`src/rtl/mem_port_arbiter.sv`:
```
// mem_port_arbiter
//   Shares one single-ported memory between the instruction-fetch requester
//   and the load/store requester. A request is granted (combinational pulse),
//   its fields are captured and issued on m_* until m_ack or timeout, and the
//   result is returned to the owner as a one-cycle rvalid pulse.
//
// Handshakes: a requester holds *_req with its fields until it sees *_gnt
//   high in the same cycle; the transfer is accepted on that clock edge.
//   m_req is held with stable m_* fields until the cycle m_ack is high (the
//   transaction completes on that edge) or the wait bound expires.
//
// Ports:
//   clk, nreset                     clock, synchronous active-low reset
//   if_req/if_addr -> if_gnt        fetch request and grant
//   if_rvalid/if_rdata              fetch response
//   d_req/d_we/d_wstrobe/d_addr/d_wdata -> d_gnt   data request and grant
//   d_rvalid/d_rdata                data response (rdata 0 for stores)
//   m_req/m_we/m_wstrobe/m_addr/m_wdata, m_ack/m_rdata   memory port
//   timeout_err                     flags a timed-out response
//   busy                            FSM not idle
module mem_port_arbiter #(
  parameter int          MAX_WAIT     = 16,
  parameter logic [31:0] TIMEOUT_DATA = 32'h0000_0000
) (
  input  logic        clk,
  input  logic        nreset,
  input  logic        if_req,
  input  logic [31:0] if_addr,
  output logic        if_gnt,
  output logic        if_rvalid,
  output logic [31:0] if_rdata,
  input  logic        d_req,
  input  logic        d_we,
  input  logic [3:0]  d_wstrobe,
  input  logic [31:0] d_addr,
  input  logic [31:0] d_wdata,
  output logic        d_gnt,
  output logic        d_rvalid,
  output logic [31:0] d_rdata,
  output logic        m_req,
  output logic        m_we,
  output logic [3:0]  m_wstrobe,
  output logic [31:0] m_addr,
  output logic [31:0] m_wdata,
  input  logic        m_ack,
  input  logic [31:0] m_rdata,
  output logic        timeout_err,
  output logic        busy
);

  localparam int WAIT_W = $clog2(MAX_WAIT);
  localparam logic [WAIT_W-1:0] WAIT_LAST = WAIT_W'(MAX_WAIT - 1);

  typedef enum logic [1:0] {IDLE, ISSUE, RESP} state_t;

  state_t            state;
  logic              last_d;    // 1: last winner was data, 0: fetch
  logic              owner_d;   // owner of the in-flight transaction
  logic [WAIT_W-1:0] wait_cnt;  // ISSUE cycles already spent without ack

  logic              arb_ok;
  logic              pick_d;
  logic              timed_out;
  logic              resp_fire;
  logic [31:0]       resp_data;

  always_comb begin
    arb_ok    = nreset && (state != ISSUE);
    // Data wins when alone, or on a conflict when fetch won last time.
    pick_d    = d_req && (!if_req || !last_d);
    d_gnt     = arb_ok && pick_d;
    if_gnt    = arb_ok && if_req && !pick_d;
    // An ack in the final allowed cycle is a success, so ack is tested first.
    timed_out = (state == ISSUE) && !m_ack && (wait_cnt == WAIT_LAST);
    resp_fire = (state == ISSUE) && (m_ack || timed_out);
    if (m_we)
      resp_data = 32'h0;
    else if (m_ack)
      resp_data = m_rdata;
    else
      resp_data = TIMEOUT_DATA;
  end

  assign busy = (state != IDLE);

  always_ff @(posedge clk) begin
    if (!nreset) begin
      state       <= IDLE;
      last_d      <= 1'b0;
      owner_d     <= 1'b0;
      wait_cnt    <= '0;
      m_req       <= 1'b0;
      m_we        <= 1'b0;
      m_wstrobe   <= 4'h0;
      m_addr      <= 32'h0;
      m_wdata     <= 32'h0;
      if_rvalid   <= 1'b0;
      if_rdata    <= 32'h0;
      d_rvalid    <= 1'b0;
      d_rdata     <= 32'h0;
      timeout_err <= 1'b0;
    end else begin
      // Responses are single-cycle pulses; rdata is zero outside them.
      if_rvalid   <= 1'b0;
      if_rdata    <= 32'h0;
      d_rvalid    <= 1'b0;
      d_rdata     <= 32'h0;
      timeout_err <= 1'b0;

      case (state)
        IDLE, RESP: begin
          if (if_gnt || d_gnt) begin
            state    <= ISSUE;
            owner_d  <= d_gnt;
            last_d   <= d_gnt;
            wait_cnt <= '0;
            m_req    <= 1'b1;
            if (d_gnt) begin
              m_we      <= d_we;
              m_wstrobe <= d_wstrobe;
              m_addr    <= d_addr;
              m_wdata   <= d_wdata;
            end else begin
              m_we      <= 1'b0;
              m_wstrobe <= 4'b1111;
              m_addr    <= if_addr;
              m_wdata   <= 32'h0;
            end
          end else begin
            state <= IDLE;
          end
        end

        ISSUE: begin
          if (resp_fire) begin
            state       <= RESP;
            m_req       <= 1'b0;
            timeout_err <= timed_out;
            if (owner_d) begin
              d_rvalid <= 1'b1;
              d_rdata  <= resp_data;
            end else begin
              if_rvalid <= 1'b1;
              if_rdata  <= resp_data;
            end
          end else begin
            wait_cnt <= wait_cnt + WAIT_W'(1);
          end
        end

        default: state <= IDLE;
      endcase
    end
  end

endmodule
```
`config.mk`:
```
export PLATFORM = sky130hd
export DESIGN_NAME = mem_port_arbiter
export DESIGN_NICKNAME = d
export VERILOG_FILES = /design/src/rtl/mem_port_arbiter.sv
export SDC_FILE = /design/constraint.sdc
export NUM_CORES = 1
export LEC_CHECK = 0
export ABC_AREA = 1
export BUFFER_PORTS_ARGS = -buffer_cell sky130_fd_sc_hd__buf_2
export CAP_MARGIN = 15
export CORE_MARGIN = 10
export CORE_UTILIZATION = 30
export DETAILED_ROUTE_END_ITERATION = 10
export HOLD_SLACK_MARGIN = 0.02
export PLACE_DENSITY = 0.66
export SLEW_MARGIN = 20
export SYNTH_ARGS = -nofsm -noshare
export SYNTH_HDL_FRONTEND = slang
export SYNTH_SLANG_ARGS = --single-unit
```
`constraint.sdc`:
```
create_clock -name clk -period 1.87 [get_ports clk]
set_input_delay 0.0935 -clock clk [delete_from_list [all_inputs] [get_ports clk]]
set_output_delay 0.0935 -clock clk [all_outputs]
set_load 0.02 [all_outputs]
```
==> results.md, run 1 <==
* Worst slew pin tran at 380.7 ps
* Die area at 0.02244 mm^2
* Pin count of the biggest net entering global routing at 46
* Max-cap violations at 0
* Drt total wl at 19.55 mm
* Via density at 4.480
* Crit path from: owner_d$_SDFFE_PN0P_
* CTS tree: built
* Max VDD drop at 0.0005772 V
* Synth Instances at 644
* Seq cells post-synth at 144
* Die Ht at 149.8 um
* WL met3 at 1.844 mm
* Number of iterations in the first detailed-routing pass at 5
* Final min period at 1746 ps
* Crit path max fanout at 33
* Row count at 47
* Clock Latency Late Sink at 420 ps
* CTS root buf: clkbuf_16
* Buffers added on ports at 277
* Core region area at 0.01652 mm^2
* Outcome: complete, no violations
* R2r setup slk at 200 ps
* CP cell instances: nand2_1 -> nand2_2 -> buf_6 -> nor2_4 -> buf_12 -> buf_2
* Bufs and invs on worst path at 3
* Area growth from synthesis to layout at 68.89%
* Crit Path Category: flip-flop to output port
* Grt total ovfl at 0
* WP data arrival at 1650 ps
* Hold path start: if_addr[13]
* Worst hold path class: primary input to flip-flop
* Synth Area in Compound Gates at 0.07673
* Final hold vios at 0
* Setup tns final at 0 ps
* Pwr Density at 955.7 mW/mm^2
* Placement Cell Area at 0.006643 mm^2
* XOR/XNOR Fraction of Synth Area at 0
* Max-slew headroom at 0.7462
* Main combinational cell family by area after synthesis: simple AND/OR/NAND/NOR gates
* Fin crit share at 0.9338
* Largest stage delay, worst path at 340 ps
* Total GRT Usage at 0.1644
* DR iter-0 viols at 262
* Mux contribution to synthesized area at 0
* Clk slew on worst S/H paths at 70 ps
* Die X at 149.8 um
* Synth Cell Area at 0.005055 mm^2
* Mean Syn Cell Area at 7.849 um^2
* Largest cells by area after synthesis: dfxtp_1, nand2_1, nor2_1, o21ai_0, nand3_1
* Worst R2R Start: owner_d$_SDFFE_PN0P_
* DRC Markers at 0
* Final Max Slew Viols at 0
* DR top layer: met4
* Final setup skew at 7.874 ps
* Vias in the first global route at 5709
* Final Cell Area at 0.008537 mm^2
* WP data required at 1780 ps
* Share of layout cells above drive strength 1 at 0.3229
* CP endpoint kind: output port
* Synth Area in Adders at 0.002475
* Gpl congestion at 0.8146
* First-pass GRT wire length at 29.41 mm
* Most frequent cell after synthesis: nand2_1
* Synth warnings at 0
* Top cell type's share of synthesized area at 0.5703
* Footprint of the multi-input gates at 0.001883 mm^2
* Final nets at 1179
* Most instantiated cells after synthesis: nand2_1, dfxtp_1, nor2_1
* Via Count at 5708
* Post-Synth Simple-Gate Area at 0.2899
* WL met1 at 7.480 mm
* Register area at 0.002883 mm^2
* Longest Clk Path Bufs at 2
* Cell family with most CP delay: buffers and inverters
* Wire per inst at 15.35 um
* Post-synthesis sequential area ratio at 0.5703
* Synth Net Count at 783
* Setup Viol. Count Final at 0
* Routed length on met2 at 9.827 mm
* Slowest CP cell: dfxtp_1
* DP HPWL at 12.54 mm
* Leakage at 4.382 nW
* Antenna Nets Post-Route at 0
* Yosys top cell by area: dfxtp_1
* Critical Path Start Type: flip-flop
* Post-synth ARST share at 0
* RSZ-0062 raised after global routing: no
* EDFF count, synth at 0
* Initial antenna violation count at 1
* I/O Pins at 278
* Ys flop type: dfxtp_1
* Initial Utilization at 0.3059
* CTS Buf Count at 17
* Filler cell count at 1523
* Netlist cell types at 24
* Clock sink count at 144
* CTS H-Tree Depth at 4
* Fmax at 572.7 MHz
## final timing paths
path                              to  depth (start not counted)
max reg2reg  m_addr[28]$_SDFFE_PN0P_                         10
min reg2reg  m_wdata[9]$_SDFFE_PN0P_                          2
min          m_addr[13]$_SDFFE_PN0P_                          5
max                            d_gnt                          6
## metrics by stage
step                setup slack (ps)  hold WS (ps)    util  std cells  total power, W
floorplan                      499.8         235.0       -        644        0.004126
global placement               201.4         318.0  0.4020       1115        0.004593
detailed placement             183.3         323.7  0.4020       1115        0.004603
CTS                            3.146         20.38  0.5138       1271        0.008245
global route                   12.43         45.14  0.5166       1274        0.008561
finish                         123.8         45.97  0.5166       1274        0.008159
## sequential cells by signal (all words and copies together), names as in the netlist, 2 cells and up
name / cells
m_addr: 32
d_rdata: 32
if_rdata: 32
state: 2
wait_cnt: 4
m_wstrobe: 4
m_wdata: 32
## cells by family after synthesis
logic type / after synthesis
AOI/OAI and AO/OA: 76
adders and majority gates: 1
buffers and inverters: 56
DFF: 144
and+or+nand+nor: 367
## worst reg2reg max path, stage by stage, from the launching register on
cell     delay, ps
dfxtp_1        390
nand2_1         80
nand2_2         80
buf_6          240
nor2_4         100
buf_4          180
buf_4          190
nand2_1         80
nand2_1         60
nor2_1         120
nor2_1          50
## final cells by class
class	count	share of cell area
clock buffers	17	0.04983
inverters	16	0.007914
clock inverters	15	0.02125
flip-flops and latches	144	0.3377
multi-input cells	444	0.2206
repair buffers	417	0.3302
well taps	220	0.03224
diodes	1	0.0002931
## routing by layer
metal	vias to the layer above	track usage
met3	24	0.06854
met4	0	0.06608
li1	2834	-
met1	2605	0.1708
met2	245	0.2876
met5	-	0
## power by group
group | leakage [nW] | switching, W | internal (W)
registers | 1.17 | 0.0000932 | 0.00325
clock network | 0.296 | 0.00157 | 0.00182
logic | 2.91 | 0.000840 | 0.000587
total | 4.38 | 0.00250 | 0.00566
## placed cells by master, fill, tap and decap left out, drive strengths merged, types with 5 or more instances in the layout
cell type	instances
a21oi	6
buf	292
clkbuf	19
clkinv	6
dfxtp	144
dlygate4sd3	123
inv	25
nand2	178
nand3	41
nand4	5
nor2	142
o21ai	70
## timing repair
item | 4_1_cts | 5_1_grt
cloned | 0 | 1
pin swaps | 1 | 1
endpoints found under the setup margin | 1 | 14
hold buffers | 123 | 0
endpoints found under the hold margin | 134 | 0
buffers inserted | 1 | 1
resized for setup | 1 | 3
Power figures use the tool's default switching activity.
==> run 2: changes to the inputs <==
- PLACE_DENSITY: 0.66 -> not set
==> run 2 against run 1 <==
Effect of this change:
- total power fell by 0.13%
- die area unchanged
- final cell count is 0.55% lower
- register-to-register slack improved by 80 ps
- critical path depth is the same
- via count is 3.8% lower
- global-route usage shrank 0.28 points
- non-clock buffer count shrank 7
- sequential power hardly changed
- wire length fell by 4.6%
- fmax rose by 1.6%
- critical endpoint unchanged
- largest cell class unchanged
- largest power group unchanged
- highest routed layer unchanged
==> results.md, run 2 (same netlist as run 1, synthesis figures left out) <==
* Final setup skew at 11.17 ps
* Flop pwr share at 0.410
* CTS Buf Count at 17
* Final nets at 1172
* Initial Utilization at 0.3059
* I/O Pins at 278
* Die X at 149.8 um
* Worst slew pin tran at 383.0 ps
* DR iter-0 viols at 271
* Max VDD drop at 0.0005797 V
* Die area at 0.02244 mm^2
* Number of iterations in the first detailed-routing pass at 4
* Setup tns final at 0 ps
* Wire per inst at 14.73 um
* Die Ht at 149.8 um
* Layout Utilization at 0.5134
* Final Max Slew Viols at 0
* Combinational power share at 0.171
* Switch Pwr at 0.002368 W
* Outcome: complete, no violations
* Grt total ovfl at 0
* WP data required at 1780 ps
* RSZ-0062 raised after global routing: no
* Total GRT Usage at 0.1615
* Cell family with most CP delay: buffers and inverters
* Pin count of the biggest net entering global routing at 35
* Via Count at 5492
* Area growth from synthesis to layout at 67.85%
* Pwr Density at 960.4 mW/mm^2
* Slowest CP cell: dfxtp_1
* CTS H-Tree Depth at 4
* Max-slew headroom at 0.7447
* Final hold vios at 0
* WP data arrival at 1620 ps
* Clock sink count at 144
* Longest Clk Path Bufs at 2
* Crit Path Category: flip-flop to output port
* Filler cell count at 1542
* First-pass GRT wire length at 29.08 mm
* Core region area at 0.01652 mm^2
* CTS tree: built
* Bufs and invs on worst path at 3
* Initial antenna violation count at 1
* Crit path max fanout at 33
* Final Cell Area at 0.008484 mm^2
* Placement Cell Area at 0.006635 mm^2
* CTS root buf: clkbuf_16
* Setup Viol. Count Final at 0
* Share of layout cells above drive strength 1 at 0.3231
* Internal power at 0.005781 W
* DRC Markers at 0
* Commonest non-fill, non-tap cell in the layout: buf_2
* Most frequent cells in the layout: buf_2, nand2_1, dfxtp_1
* CP endpoint kind: output port
* Critical Path Start Type: flip-flop
* Clk slew on worst S/H paths at 60 ps
* Row count at 47
* Vias in the first global route at 5568
* CP cell instances: nand2_1 -> nand2_2 -> buf_6 -> nor2_4 -> buf_12 -> buf_2
* Gpl congestion at 0.8167
* Via density at 4.335
* Buffers added on ports at 277
* Max-cap violations at 0
* Clock group share of total power at 0.419
* Final min period at 1718 ps
* Antenna Nets Post-Route at 0
* DP HPWL at 12.53 mm
* Leakage at 4.358 nW
* Drt total wl at 18.66 mm
* Fmax at 582.1 MHz
* Fin crit share at 0.9187
* Clock Latency Late Sink at 410 ps
* Largest stage delay, worst path at 390 ps
* Sw frac at 0.2906
* Worst hold path class: primary input to flip-flop
run 2: cell types whose count changed in the layout (fill, tap and decap cells not counted), sizes merged:
cell / delta
buf: -1
clkinv: -3
clkinvlp: +1
clkbuf: -1
bufbuf: +1
bufinv: +1
dlygate4sd3: -5
run 2: worst paths after layout:
check | startpoint | slack (ps) | depth (start not counted) | to
min reg2reg | m_wdata[26]$_SDFFE_PN0P_ | 440 | 2 | m_wdata[26]$_SDFFE_PN0P_
max | owner_d$_SDFFE_PN0P_ | 150 | 6 | d_gnt
min | if_addr[15] | 40 | 5 | m_addr[15]$_SDFFE_PN0P_
max reg2reg | owner_d$_SDFFE_PN0P_ | 280 | 8 | m_wdata[4]$_SDFFE_PN0P_
run 2: area by class of cell:
| type | count | area [um^2] | share of cell area |
|---|---|---|---|
| Inverter | 16 | 67.56 | 0.007963 |
| Clock inverter | 14 | 167.7 | 0.01976 |
| Antenna cell | 1 | 2.502 | 0.0002949 |
| Tap cell | 220 | 275.3 | 0.03244 |
| Clock buffer | 18 | 439.2 | 0.05176 |
| Multi-Input combinational cell | 444 | 1888 | 0.2225 |
| Timing Repair Buffer | 410 | 2761 | 0.3255 |
| Sequential cell | 144 | 2883 | 0.3398 |
run 2: per-layer routing:
layer | wire (um) | track usage | vias up
li1 | - | - | 2812
met1 | 7402 | 0.1816 | 2433
met2 | 9057 | 0.2719 | 226
met3 | 1880 | 0.06371 | 21
met4 | 320 | 0.05782 | 0
met5 | 0 | 0 | -
run 2: through the flow:
stage	power (W)	std cells	hold slack, ps	setup WS, ps
floorplan	0.004126	644	235.0	499.8
global placement	0.004593	1114	318.0	262.7
detailed placement	0.004589	1114	323.8	235.3
CTS	0.008250	1266	20.59	40.31
global route	0.008550	1267	55.07	19.05
finish	0.008148	1267	40.90	152.0
run 2: worst min-delay path: cells and delay by family:
kind	cells	cell delay (ps)
compound gates	1	60
buf+inv	1	70
simple gates	3	180
run 2: repair_timing:
item,4_1_cts,5_1_grt
pin swaps,1,0
endpoints found under the hold margin,135,0
gates resized for setup,1,4
cloned,1,0
buffers inserted,1,0
setup endpoints to repair,2,2
hold buffers,118,0
run 2: power groups by stage:
stage | Sequential [W] | Clock, W | Combinational, W
after floorplan | 0.00362 | 0 | 0.000508
after global placement | 0.00340 | 0 | 0.00119
after detailed placement | 0.00340 | 0 | 0.00119
after CTS | 0.00334 | 0.00351 | 0.00140
after global routing | 0.00336 | 0.00365 | 0.00154
final | 0.00334 | 0.00341 | 0.00140
==> run 3: changes to the inputs <==
- PLACE_DENSITY: not set -> 0.69
==> run 3 against run 2 <==
Effect of this change:
- sequential cell count stayed put
- largest power group is now sequential cells
- first-iteration DRC count is 13% lower
- largest cell class unchanged
- non-clock buffer count is 11 lower
- total power is 2.7% lower
- worst hold slack worse by 0.64 ps
- combinational power hardly changed
- clock power is 6.5% lower
- fmax is 2.0% lower
==> results.md, run 3 (same netlist as run 1, synthesis figures left out) <==
* Final setup skew at 6.919 ps
* Setup Viol. Count Final at 0
* CP dominant cell by count: buf_4
* Worst slew pin tran at 409.1 ps
* Worst Hold End: m_addr[6]$_SDFFE_PN0P_
* Final Cell Area at 0.008315 mm^2
* Buffers added on ports at 277
* FF-to-FF End: m_addr[31]$_SDFFE_PN0P_
* Final nets at 1161
* Initial Utilization at 0.3059
* # diodes at 0
* Placement Cell Area at 0.006643 mm^2
* I/O Pins at 278
* WP data required at 1780 ps
* Die X at 149.8 um
* DP HPWL at 12.53 mm
* Vias in the first global route at 5858
* Most frequent cells in the layout: buf_2, nand2_1, dfxtp_1
* Final Max Slew Viols at 0
* Hold path start: d_addr[6]
* Via density at 4.412
* Pwr Density at 953.2 mW/mm^2
* WP data arrival at 1660 ps
* Crit path max fanout at 24
* CTS root buf: clkbuf_16
* WHS Path Cells at 5
* Grt total ovfl at 0
* Setup tns final at 0 ps
* DR iter-0 viols at 235
* Pin count of the biggest net entering global routing at 41
* Area growth from synthesis to layout at 64.51%
* CP cell instances: inv_1 -> nand2_2 -> nand2_1 -> buf_4 -> nor2_4 -> buf_12 -> buf_4
* Worst hold path class: primary input to flip-flop
* R2r setup slk at 200 ps
* Hold_ws at 40.26 ps
* Max-cap violations at 0
* Max-slew headroom at 0.7263
* Number of iterations in the first detailed-routing pass at 4
* Final min period at 1753 ps
* Outcome: complete, no violations
* Die area at 0.02244 mm^2
* CTS Buf Count at 17
* Slowest CP cell: dfxtp_1
* Commonest non-fill, non-tap cell in the layout: buf_2
* Fin crit share at 0.9373
* Leakage at 4.280 nW
* Wire per inst at 15.23 um
* CTS tree: built
* Bufs and invs on worst path at 4
* Core region area at 0.01652 mm^2
* Initial antenna violation count at 0
* Crit Path Category: flip-flop to output port
* Worst R2R Start: state[1]$_SDFFE_PN0P_
* Longest Clk Path Bufs at 2
* Reg2Reg Depth at 11
* First-pass GRT wire length at 30.04 mm
* Max VDD drop at 0.0006021 V
* Clock sink count at 144
* Cell family with most CP delay: buffers and inverters
* RSZ-0062 raised after global routing: no
* Critical Path Start Type: flip-flop
* Die Ht at 149.8 um
* Clk slew on worst S/H paths at 60 ps
* DRC Markers at 0
* Share of layout cells above drive strength 1 at 0.3275
* Final hold vios at 0
* CP endpoint kind: output port
* Row count at 47
* Largest stage delay, worst path at 310 ps
* Via Count at 5537
* Clock Latency Late Sink at 410 ps
* CTS H-Tree Depth at 4
* Total GRT Usage at 0.1661
* Antenna Nets Post-Route at 0
* Gpl congestion at 0.8127
* Fmax at 570.5 MHz
* Drt total wl at 19.12 mm
[run 3: cell types whose count changed in the layout (fill, tap and decap cells not counted), sizes merged]
| cell | previous run | this run |
|---|---|---|
| dlygate4sd3 | 118 | 106 |
| inv | 25 | 23 |
| diode | 1 | 0 |
| clkinvlp | 1 | 4 |
| bufinv | 1 | 0 |
| buf | 291 | 292 |
[run 3: what timing repair did]
action                                  4_1_cts  5_1_grt
gates resized for setup                       1        2
cloned                                        1        0
buffers inserted                              1        0
hold buffers                                106        0
pin swaps                                     1        0
endpoints found under the setup margin        2        1
hold endpoints to repair                    132        0
[run 3: metal layers]
metal,GRT usage,part of all wire,up-vias
li1,-,-,2790
met1,0.1772,0.39,2513
met2,0.2903,0.50,211
met3,0.07186,0.088,23
met4,0.05102,0.017,0
met5,0,0,-
[run 3: report_power, final]
part	leakage [nW]	switching, W	internal (W)
combinational	2.84	0.000823	0.000566
clock	0.266	0.00141	0.00178
sequential	1.17	0.0000956	0.00325
total	4.28	0.00233	0.00560
[run 3: worst reg2reg max path, stage by stage (launching register included)]
cell and delay [ps]:
dfxtp_1 310, inv_1 70, nand2_2 100, nand2_1 80, buf_4 190, nor2_4 150, buf_4 150, buf_4 220
nand2_1 90, nand2_1 90, nor2_1 50, nor2_1 100
[run 3: stage by stage]
step	total power, W	utilization	instances	setup slack (ps)
6_report	0.007926	0.5032	1255	117.2
2_1_floorplan	0.004126	-	644	499.8
3_3_place_gp	0.004586	0.4020	1115	319.3
5_1_grt	0.008312	0.5032	1255	1.509
4_1_cts	0.008004	0.5028	1255	59.00
3_5_place_dp	0.004597	0.4020	1115	245.0
[run 3: layout make-up]
cell class	count	area, um^2
Tap cell	220	275.3
Inverter	16	67.56
Clock buffer	18	439.2
Multi-Input combinational cell	444	1881
Timing Repair Buffer	399	2649
Fill cell	1534	8209
Sequential cell	144	2883
Clock inverter	14	121.4
[run 3: how the worst max path moves through the flow]
stage | startpoint | to | slack, ps | cells after the start
final | state[1]$_SDFFE_PN0P_ | d_gnt | 120 | 7
after global routing | state[1]$_SDFFE_PN0P_ | d_gnt | 2 | 7
after CTS | state[1]$_SDFFE_PN0P_ | d_gnt | 60 | 7
after detailed placement | state[1]$_SDFFE_PN0P_ | m_addr[3]$_SDFFE_PN0P_ | 240 | 7
after global placement | state[1]$_SDFFE_PN0P_ | m_addr[0]$_SDFFE_PN0P_ | 320 | 7
after floorplan | state[1]$_SDFFE_PN0P_ | if_gnt | 500 | 5
